$ cat config.mk
export PLATFORM = sky130hd
export DESIGN_NAME = zigzag_reorder_buf
export DESIGN_NICKNAME = d
export VERILOG_FILES = /design/src/rtl/zigzag_pkg.sv /design/src/rtl/zigzag_bank.sv /design/src/rtl/zigzag_reorder_buf.sv
export SDC_FILE = /design/constraint.sdc
export NUM_CORES = 2
export LEC_CHECK = 0
export BUFFER_PORTS_ARGS = -buffer_cell sky130_fd_sc_hd__buf_2
export CAP_MARGIN = 40
export CORE_ASPECT_RATIO = 1.1
export CORE_MARGIN = 2
export CORE_UTILIZATION = 31
export DETAILED_ROUTE_END_ITERATION = 16
export GPL_ROUTABILITY_DRIVEN = 0
export GPL_TIMING_DRIVEN = 0
export PLACE_DENSITY_LB_ADDON = 0.12
export SYNTH_ARGS = -nofsm -noshare
export SYNTH_HDL_FRONTEND = slang
export SYNTH_SLANG_ARGS = --single-unit
$ cat constraint.sdc
create_clock -name clk -period 10.27 [get_ports clk]
set_input_delay 0.5135 -clock clk [delete_from_list [all_inputs] [get_ports clk]]
set_output_delay 0.5135 -clock clk [all_outputs]
set_load 0.02 [all_outputs]
$ cat src/rtl/zigzag_pkg.sv
// Shared constants, index type and zigzag <-> raster lookup tables for the
// zigzag reorder buffer (zigzag_reorder_buf, zigzag_bank).
package zigzag_pkg;

   localparam int BLK_N = 64;
   localparam int IDX_W = 6;

   typedef logic [5:0] zz_idx_t;

   // Zigzag scan position -> raster (row*8+col) position within the 8x8 block.
   function automatic zz_idx_t ZZ2RAS(input zz_idx_t idx);
      zz_idx_t r;
      case (idx)
         6'd0:  r = 6'd0;  6'd1:  r = 6'd1;  6'd2:  r = 6'd8;  6'd3:  r = 6'd16;
         6'd4:  r = 6'd9;  6'd5:  r = 6'd2;  6'd6:  r = 6'd3;  6'd7:  r = 6'd10;
         6'd8:  r = 6'd17; 6'd9:  r = 6'd24; 6'd10: r = 6'd32; 6'd11: r = 6'd25;
         6'd12: r = 6'd18; 6'd13: r = 6'd11; 6'd14: r = 6'd4;  6'd15: r = 6'd5;
         6'd16: r = 6'd12; 6'd17: r = 6'd19; 6'd18: r = 6'd26; 6'd19: r = 6'd33;
         6'd20: r = 6'd40; 6'd21: r = 6'd48; 6'd22: r = 6'd41; 6'd23: r = 6'd34;
         6'd24: r = 6'd27; 6'd25: r = 6'd20; 6'd26: r = 6'd13; 6'd27: r = 6'd6;
         6'd28: r = 6'd7;  6'd29: r = 6'd14; 6'd30: r = 6'd21; 6'd31: r = 6'd28;
         6'd32: r = 6'd35; 6'd33: r = 6'd42; 6'd34: r = 6'd49; 6'd35: r = 6'd56;
         6'd36: r = 6'd57; 6'd37: r = 6'd50; 6'd38: r = 6'd43; 6'd39: r = 6'd36;
         6'd40: r = 6'd29; 6'd41: r = 6'd22; 6'd42: r = 6'd15; 6'd43: r = 6'd23;
         6'd44: r = 6'd30; 6'd45: r = 6'd37; 6'd46: r = 6'd44; 6'd47: r = 6'd51;
         6'd48: r = 6'd58; 6'd49: r = 6'd59; 6'd50: r = 6'd52; 6'd51: r = 6'd45;
         6'd52: r = 6'd38; 6'd53: r = 6'd31; 6'd54: r = 6'd39; 6'd55: r = 6'd46;
         6'd56: r = 6'd53; 6'd57: r = 6'd60; 6'd58: r = 6'd61; 6'd59: r = 6'd54;
         6'd60: r = 6'd47; 6'd61: r = 6'd55; 6'd62: r = 6'd62; 6'd63: r = 6'd63;
         default: r = 6'd0;
      endcase
      return r;
   endfunction

   // Raster position -> zigzag scan position (inverse of ZZ2RAS).
   function automatic zz_idx_t RAS2ZZ(input zz_idx_t idx);
      zz_idx_t z;
      case (idx)
         6'd0:  z = 6'd0;  6'd1:  z = 6'd1;  6'd2:  z = 6'd5;  6'd3:  z = 6'd6;
         6'd4:  z = 6'd14; 6'd5:  z = 6'd15; 6'd6:  z = 6'd27; 6'd7:  z = 6'd28;
         6'd8:  z = 6'd2;  6'd9:  z = 6'd4;  6'd10: z = 6'd7;  6'd11: z = 6'd13;
         6'd12: z = 6'd16; 6'd13: z = 6'd26; 6'd14: z = 6'd29; 6'd15: z = 6'd42;
         6'd16: z = 6'd3;  6'd17: z = 6'd8;  6'd18: z = 6'd12; 6'd19: z = 6'd17;
         6'd20: z = 6'd25; 6'd21: z = 6'd30; 6'd22: z = 6'd41; 6'd23: z = 6'd43;
         6'd24: z = 6'd9;  6'd25: z = 6'd11; 6'd26: z = 6'd18; 6'd27: z = 6'd24;
         6'd28: z = 6'd31; 6'd29: z = 6'd40; 6'd30: z = 6'd44; 6'd31: z = 6'd53;
         6'd32: z = 6'd10; 6'd33: z = 6'd19; 6'd34: z = 6'd23; 6'd35: z = 6'd32;
         6'd36: z = 6'd39; 6'd37: z = 6'd45; 6'd38: z = 6'd52; 6'd39: z = 6'd54;
         6'd40: z = 6'd20; 6'd41: z = 6'd22; 6'd42: z = 6'd33; 6'd43: z = 6'd38;
         6'd44: z = 6'd46; 6'd45: z = 6'd51; 6'd46: z = 6'd55; 6'd47: z = 6'd60;
         6'd48: z = 6'd21; 6'd49: z = 6'd34; 6'd50: z = 6'd37; 6'd51: z = 6'd47;
         6'd52: z = 6'd50; 6'd53: z = 6'd56; 6'd54: z = 6'd59; 6'd55: z = 6'd61;
         6'd56: z = 6'd35; 6'd57: z = 6'd36; 6'd58: z = 6'd48; 6'd59: z = 6'd49;
         6'd60: z = 6'd57; 6'd61: z = 6'd58; 6'd62: z = 6'd62; 6'd63: z = 6'd63;
         default: z = 6'd0;
      endcase
      return z;
   endfunction

endpackage

$ cat src/rtl/zigzag_bank.sv
// One 64-entry coefficient bank: sync write, async read. With ZZ_LAST_NZ_EN
// defined it also tracks the highest zigzag index holding a nonzero value.
module zigzag_bank
   import zigzag_pkg::*;
#(
   parameter int COEF_W = 12
) (
   input  logic              clk,
`ifdef ZZ_LAST_NZ_EN
   input  logic              rst_n,
`endif
   input  logic              we,
   input  zz_idx_t           waddr,
   input  logic [COEF_W-1:0] wdata,
   input  zz_idx_t           raddr,
   output logic [COEF_W-1:0] rdata
`ifdef ZZ_LAST_NZ_EN
   ,
   output zz_idx_t           last_nz,
   output logic              nz_seen
`endif
);

   logic [COEF_W-1:0] mem [BLK_N];

   always_ff @(posedge clk) begin
      if (we) begin
         mem[waddr] <= wdata;
      end
   end

   assign rdata = mem[raddr];

`ifdef ZZ_LAST_NZ_EN
   zz_idx_t wr_zz;
   logic    wr_nz;

   assign wr_zz = RAS2ZZ(waddr);
   assign wr_nz = (wdata != '0);

   // Raster 0 maps to zigzag 0, so a new block restarts the tracker there.
   always_ff @(posedge clk or negedge rst_n) begin
      if (!rst_n) begin
         last_nz <= '0;
         nz_seen <= 1'b0;
      end else if (we) begin
         if (waddr == '0) begin
            last_nz <= '0;
            nz_seen <= wr_nz;
         end else if (wr_nz && (!nz_seen || (wr_zz > last_nz))) begin
            last_nz <= wr_zz;
            nz_seen <= 1'b1;
         end
      end
   end
`endif

endmodule

$ cat src/rtl/zigzag_reorder_buf.sv
// Ping-pong raster-to-zigzag reorder buffer for 8x8 DCT coefficient blocks.
// Optional feature macro: ZZ_LAST_NZ_EN (adds dout_last_nz output).
module zigzag_reorder_buf
   import zigzag_pkg::*;
#(
   parameter int COEF_W = 12
) (
   input  logic              clk,
   input  logic              rst_n,
   input  logic              ena,
   input  logic [COEF_W-1:0] din,
   input  logic              din_valid,
   output logic              din_ready,
   output logic [COEF_W-1:0] dout,
   output logic [5:0]        dout_idx,
   output logic              dout_sob,
   output logic              dout_eob,
   output logic              dout_valid,
   input  logic              dout_ready
`ifdef ZZ_LAST_NZ_EN
   ,
   output logic              dout_last_nz
`endif
);

   // Handshake: a beat moves on a rising edge with ena & valid & ready high;
   // ready never looks at valid, and ena=0 freezes both sides completely.

   zz_idx_t           wr_cnt;
   zz_idx_t           rd_cnt;
   zz_idx_t           rd_addr;
   logic              wr_bank;
   logic              rd_bank;
   logic [1:0]        bank_full;
   logic [1:0]        full_set;
   logic [1:0]        full_clr;
   logic [1:0]        bank_we;
   logic              in_xfer;
   logic              out_xfer;
   logic              load;
   logic [COEF_W-1:0] bank_rdata [2];
`ifdef ZZ_LAST_NZ_EN
   zz_idx_t           bank_last_nz [2];
   logic [1:0]        bank_nz_seen;
`endif

   assign din_ready = ena & ~bank_full[wr_bank];
   assign in_xfer   = din_valid & din_ready;
   assign out_xfer  = ena & dout_valid & dout_ready;
   assign load      = ena & (~dout_valid | dout_ready) & bank_full[rd_bank];
   assign rd_addr   = ZZ2RAS(rd_cnt);
   assign bank_we   = in_xfer ? (2'b01 << wr_bank) : 2'b00;
   assign full_set  = (in_xfer && (wr_cnt == 6'd63)) ? (2'b01 << wr_bank) : 2'b00;
   assign full_clr  = (load && (rd_cnt == 6'd63)) ? (2'b01 << rd_bank) : 2'b00;

   for (genvar b = 0; b < 2; b++) begin : g_bank
      zigzag_bank #(
         .COEF_W (COEF_W)
      ) u_bank (
         .clk     (clk),
`ifdef ZZ_LAST_NZ_EN
         .rst_n   (rst_n),
`endif
         .we      (bank_we[b]),
         .waddr   (wr_cnt),
         .wdata   (din),
         .raddr   (rd_addr),
         .rdata   (bank_rdata[b])
`ifdef ZZ_LAST_NZ_EN
         ,
         .last_nz (bank_last_nz[b]),
         .nz_seen (bank_nz_seen[b])
`endif
      );
   end

   always_ff @(posedge clk or negedge rst_n) begin
      if (!rst_n) begin
         wr_cnt  <= '0;
         wr_bank <= 1'b0;
      end else if (in_xfer) begin
         wr_cnt <= wr_cnt + 6'd1;
         if (wr_cnt == 6'd63) begin
            wr_bank <= ~wr_bank;
         end
      end
   end

   // Set and clear never target the same bank, so both apply in one cycle.
   always_ff @(posedge clk or negedge rst_n) begin
      if (!rst_n) begin
         bank_full <= 2'b00;
      end else begin
         bank_full <= (bank_full | full_set) & ~full_clr;
      end
   end

   always_ff @(posedge clk or negedge rst_n) begin
      if (!rst_n) begin
         rd_cnt     <= '0;
         rd_bank    <= 1'b0;
         dout       <= '0;
         dout_idx   <= '0;
         dout_sob   <= 1'b0;
         dout_eob   <= 1'b0;
         dout_valid <= 1'b0;
      end else if (load) begin
         dout       <= bank_rdata[rd_bank];
         dout_idx   <= rd_cnt;
         dout_sob   <= (rd_cnt == 6'd0);
         dout_eob   <= (rd_cnt == 6'd63);
         dout_valid <= 1'b1;
         rd_cnt     <= rd_cnt + 6'd1;
         if (rd_cnt == 6'd63) begin
            rd_bank <= ~rd_bank;
         end
      end else if (out_xfer) begin
         dout_valid <= 1'b0;
      end
   end

`ifdef ZZ_LAST_NZ_EN
   always_ff @(posedge clk or negedge rst_n) begin
      if (!rst_n) begin
         dout_last_nz <= 1'b0;
      end else if (load) begin
         dout_last_nz <= bank_nz_seen[rd_bank] && (bank_last_nz[rd_bank] == rd_cnt);
      end
   end
`endif

endmodule
### After elaboration in Yosys (flattened, before gate mapping)

Memory sizes are Yosys's and may differ from the RTL's.
Index checks and enable logic that the tools add are counted.

* register bits: 37
* bits in writable memories: 1536
* memory bits (read-only): 384
* input port bits: 17
* logic and storage cells: 59
* memories: 3

Memories
* g_bank[0].u_bank.mem: depth 64, width 12, rd ports 1, clocked after memory_dff 0, write ports 1, RTL line zigzag_bank.sv:24 `logic [COEF_W-1:0] mem [BLK_N];`
* g_bank[1].u_bank.mem: depth 64, width 12, rd ports 1, clocked after memory_dff 0, write ports 1, RTL line zigzag_bank.sv:24
* (no name shown): depth 64, width 6, rd ports 1, clocked after memory_dff 0, write ports 0, RTL line zigzag_pkg.sv:13 `case (idx)`

* add/sub/neg operators: 2
* $lt $le $gt $ge: 3
* eq/ne operators: 2
* shift-type cells: 2
* muxes and demuxes: 16
* bitwise operators: 15
* reduce and logical (&&, ||, !) cells: 6

Operators by type and width (number)
* $mux W12: 3
* $add A6 B1 Y6 const B: 2
* $eq A6 B6 Y1 const B: 2
* $mux W1: 10
* $and A1 B1 Y1: 6
* $logic_not A6 Y1: 1
* $mux W2: 3
* $lt A1 B2 Y1 const B: 2
* $not A1 Y1: 4
* $reduce_and A2 Y1: 2
* $shl A1 B1 Y2 const A: 2
* $and A2 B2 Y2: 1
* $ge A2 B2 Y1 const B: 1
* $logic_and A1 B1 Y1: 2
* $not A1 Y2: 1
* $not A2 Y2: 1
* $or A2 B2 Y2: 1
* $reduce_bool A2 Y1: 1
* $or A1 B1 Y1: 1

### Logic depth before layout (Yosys ltp)

* depth in word-level cells: 9
* mapped depth: 18

### Modules after synthesis

From an unflattened synthesis, not the netlist that was laid out.

* cells, all modules: 2905
* area, all modules: 61630.4 µm²

By module, submodules not included
* zigzag_bank: times used 2, cells each 1327, area each 29610.9 µm², sequential area each 23062.1 µm²
* zigzag_reorder_buf: times used 1, cells each 251, area each 2408.6 µm², sequential area each 925.9 µm²

### Least setup slack after synthesis

Ideal clock, no wire load.

* kind: register to register
* start: register rd_cnt[0]
* end: register dout[4]
* data arrival time: 3.452 ns
* data required time: 10.176 ns
* setup slack: 6.724 ns
* stages on the path, launching flop included: 18
* buffers on the path: 6
* clock period less this slack: 3.546 ns
* cells stage by stage: dfrtp_1 -> buf_2 -> inv_1 -> ha_1 -> nor2_1 -> a21oi_1 -> a211o_1 -> buf_2 -> a21oi_4 -> buf_2 -> buf_2 -> buf_2 -> buf_2 -> mux2i_1 -> o22ai_1 -> o31ai_1 -> o31ai_1 -> a211oi_1

* word-level cells in the longest chain between the ends: 5

Ends and longest elaborated chain
* start: declaration: RTL line zigzag_reorder_buf.sv:30 `zz_idx_t rd_cnt;`
* start signal: assignment: RTL line zigzag_reorder_buf.sv:113 `rd_cnt <= rd_cnt + 6'd1;`
* $mem_v2 Z64 W6 (*)
* $mem_v2 Z64 W12
* $mux W12 (not written as such) (*) (3 in series): RTL line zigzag_reorder_buf.sv:108 `dout <= bank_rdata[rd_bank];`
* end signal: assignment: RTL line zigzag_reorder_buf.sv:108
* end: declaration: RTL line zigzag_reorder_buf.sv:14 `output logic [COEF_W-1:0] dout,`

Mark *: on every way between the ends. The rest lies on a longest branch, timed or not. The select of a mux whose other input is x is not followed.
A chain may end at the register's enable or synchronous reset.

### Final worst setup path

* start: register rd_cnt[0]
* end: register dout[11]

Same word-level chain as after synthesis.

==> impl_metrics.toml <==
[run_status]
status = "complete, no violations"

[worst_setup_path]
endpoint = "dout[11]"
cp.arrival_ps = 7160
crit_fanout = 10
crit_type = "flop to flop"
startpoint = "rd_cnt[0]"
crit_required_ps = 10900
cp-start-kind = "flop"
rr_worst_depth = 16
r2r_start = "rd_cnt[0]"
timing.rr.end = "dout[11]"
critPathCaptureType = "flop"
ff2ff_setup_slack_ps = 3740

[floorplanning]
row_count = 174
coreArea_um2 = 204200
initial_core_util_pct = 31.20
die_w_um = 436.2
dieArea_um2 = 209200
die_y_um = 479.5
top_level_ports = 39

[global_routing]
grt_pass1_wl_um = 336900
grt_max_degree = 90
gr-total-overflow = 0
grt_pass1_vias = 41560
track_usage_pct = 23.06
antenna_found_initial = 7

[timing]
drv_slew = 0
fin_skew_ps = 36.29
worst-slew-pin-transition_ps = 975.0
slew_headroom_pct = 34.50
final.setup.tns_ps = 0
period_share_pct = 63.61
hold_viol_final = 0
min_period_ps = 6533
rsz0062_at_grt = "no"
setup_viol = 0
max_freq_ghz = 0.1531

[placement]
io_buffer_count = 38
place_hpwl_um = 173100
dp_cells = 7801

[yosys]
synth_top_area_cell = "edfxtp_1"
synth_fp_nets = 4855
yosysMostFrequentCell = "edfxtp_1"
netlist_instances = 4822
synthDistinctLibCells = 60
async_flop_share_pct = 2.352
synth_top_area_share_pct = 72.40
ys_warn_count = 0
yosys_most_used_dff = "edfxtp_1"
synth-seq-area-share_pct = 73.85
ys_seq_elements = 1573
synth_common_cells = "edfxtp_1, nand2_1, nand3_1, mux2i_1"
ys_top_cells_by_area = "edfxtp_1, nand2_1, nand3_1"
syn-cell-area_um2 = 63710
synth_enable_flop_cells = 1536
avgSynthCellArea_um2 = 13.21

[cells_and_area]
layout.cells.non_filler = 8124
drive_above_1_share_pct = 12.61
syn2layout_area_growth_pct = 18.34
seq_area_um2 = 47050
final_util_pct = 36.92
fillers = 19980
multi_input_area_um2 = 14960
fin_nets = 5289

[pwr]
vdd_ir_drop_max_v = 0.0001188
power_mw = 13.76
powerDensity_nw_per_um2 = 182.5
leakagePower_nw = 26.50

[route]
viasPerCell = 5.236
wirelength_um = 245100
detail-route-antenna-nets = 0
firstDrtPassIters = 6
via_count = 42540
wl_per_cell_um = 30.17
drc = 0
drt-initial-drc-count = 4613

[cts]
clock-sinks = 1573
clk_latency_ps = 850
clockBufferDepth = 3
h-tree-depth = 4
cts_made_buffers = 174
cts_tree = "built"
path_clk_slew_ps = 60
cts_root_buf = "clkbuf_16"
cts_setup_buffers = 0

[job]
max-cap-violations = 0

[hold_path]
hp-class = "input pin to flop"
## where the power goes
part	switching (mW)	internal [mW]	total, mW
clock network	2.63	3.44	6.07
logic	0.453	0.119	0.573
registers	0.0140	7.10	7.12
## how the worst min path moves through the flow
| stage | startpoint | depth (start not counted) | endpoint | slack, ps |
|---|---|---|---|---|
| after floorplan | rst_n | 0 | bank_full[0] | 220 |
| after global placement | dout_idx[2] | 1 | dout_idx[2] | 490 |
| after detailed placement | rst_n | 1 | dout_idx[0] | 360 |
| after CTS | din[1] | 1 | g_bank[0].u_bank.mem[35][1] | 100 |
| after global routing | din[1] | 1 | g_bank[0].u_bank.mem[35][1] | 130 |
| final | din[1] | 1 | g_bank[0].u_bank.mem[35][1] | 130 |
## placed cells by master, fill, tap and decap left out, types with 11 or more instances in the layout
cell	n
a211oi_1	133
a21oi_1	53
a22oi_1	12
a311oi_1	111
a31oi_1	103
and3_1	67
buf_1	38
buf_16	15
buf_2	156
buf_4	127
buf_6	55
buf_8	48
bufinv_16	11
clkbuf_1	199
clkbuf_16	177
clkinv_1	38
clkinv_2	24
dfrtp_1	37
edfxtp_1	1536
ha_1	16
inv_1	73
mux2i_1	152
nand2_1	1240
nand3_1	517
nand4_1	17
nor2_1	125
nor2_2	27
nor3_1	34
o21ai_0	27
o22ai_1	57
or3_1	22
## per-stage QoR
stage                     setup slack (ps)  instance area [um2]  hold WS [ps]
after global placement                3272                67310         490.2
after CTS                             3864                75360         103.1
after global routing                  3698                75380         130.1
after floorplan                       6724                63710         217.9
final                                 3737                75390         131.2
after detailed placement              3897                69910         363.5
## cell type report
cell class / instances / share of cell area [%]
repair buffers: 258 / 3.646
flip-flops and latches: 1573 / 62.41
clock inverters: 86 / 1.052
multi-input cells: 2835 / 19.84
diodes: 5 / 0.01660
well taps: 2728 / 4.527
inverters: 75 / 0.3734
plain buffers: 339 / 2.020
clock buffers: 225 / 6.114
## registers in the layout, summed over array words and instances, names as in the netlist, 2 cells and up
name               flops
rd_cnt                 6
bank_full              2
g_bank.u_bank.mem   1536
dout                  12
wr_cnt                 6
dout_idx               6
## what timing repair did
| action | CTS | global route |
|---|---|---|
| hold buffers | 5 | 0 |
| gates resized for setup | 0 | 0 |
| endpoints found under the setup margin | 0 | 0 |
| endpoints found under the hold margin | 39 | 0 |
## worst max-delay path, stage by stage (launching register included)
cell      delay (ps)
dfrtp_1          510
buf_2            320
inv_1            270
ha_1             550
mux2i_1          120
o32ai_1          330
a31oi_1          130
nand2_2          330
buf_2            470
buf_1            700
clkbuf_1         480
buf_8            230
nand3_1           90
a31oi_1          400
o22ai_1          260
nor3_1           840
a211oi_1         250
## cell families after synthesis
logic type / Yosys count / share of synthesized area, %
AND/OR/NAND/NOR: 2096 / 14.08
flip-flops: 1573 / 73.85
AO/OA/AOI/OAI: 549 / 6.171
buffers and inverters: 414 / 2.830
multiplexers: 163 / 2.598
adder cells (fa/ha/maj): 16 / 0.3142
XOR/XNOR: 11 / 0.1512
## routing by layer
| layer | track usage, % | share of wire, % | vias to the layer above |
|---|---|---|---|
| met1 | 30.03 | 42 | 21860 |
| met2 | 38.21 | 48 | 1515 |
| li1 | - | - | 18780 |
| met4 | 9.968 | 4.6 | 0 |
| met5 | 0 | 0 | - |
| met3 | 3.514 | 5.9 | 385 |
Power figures use the tool's default switching activity.
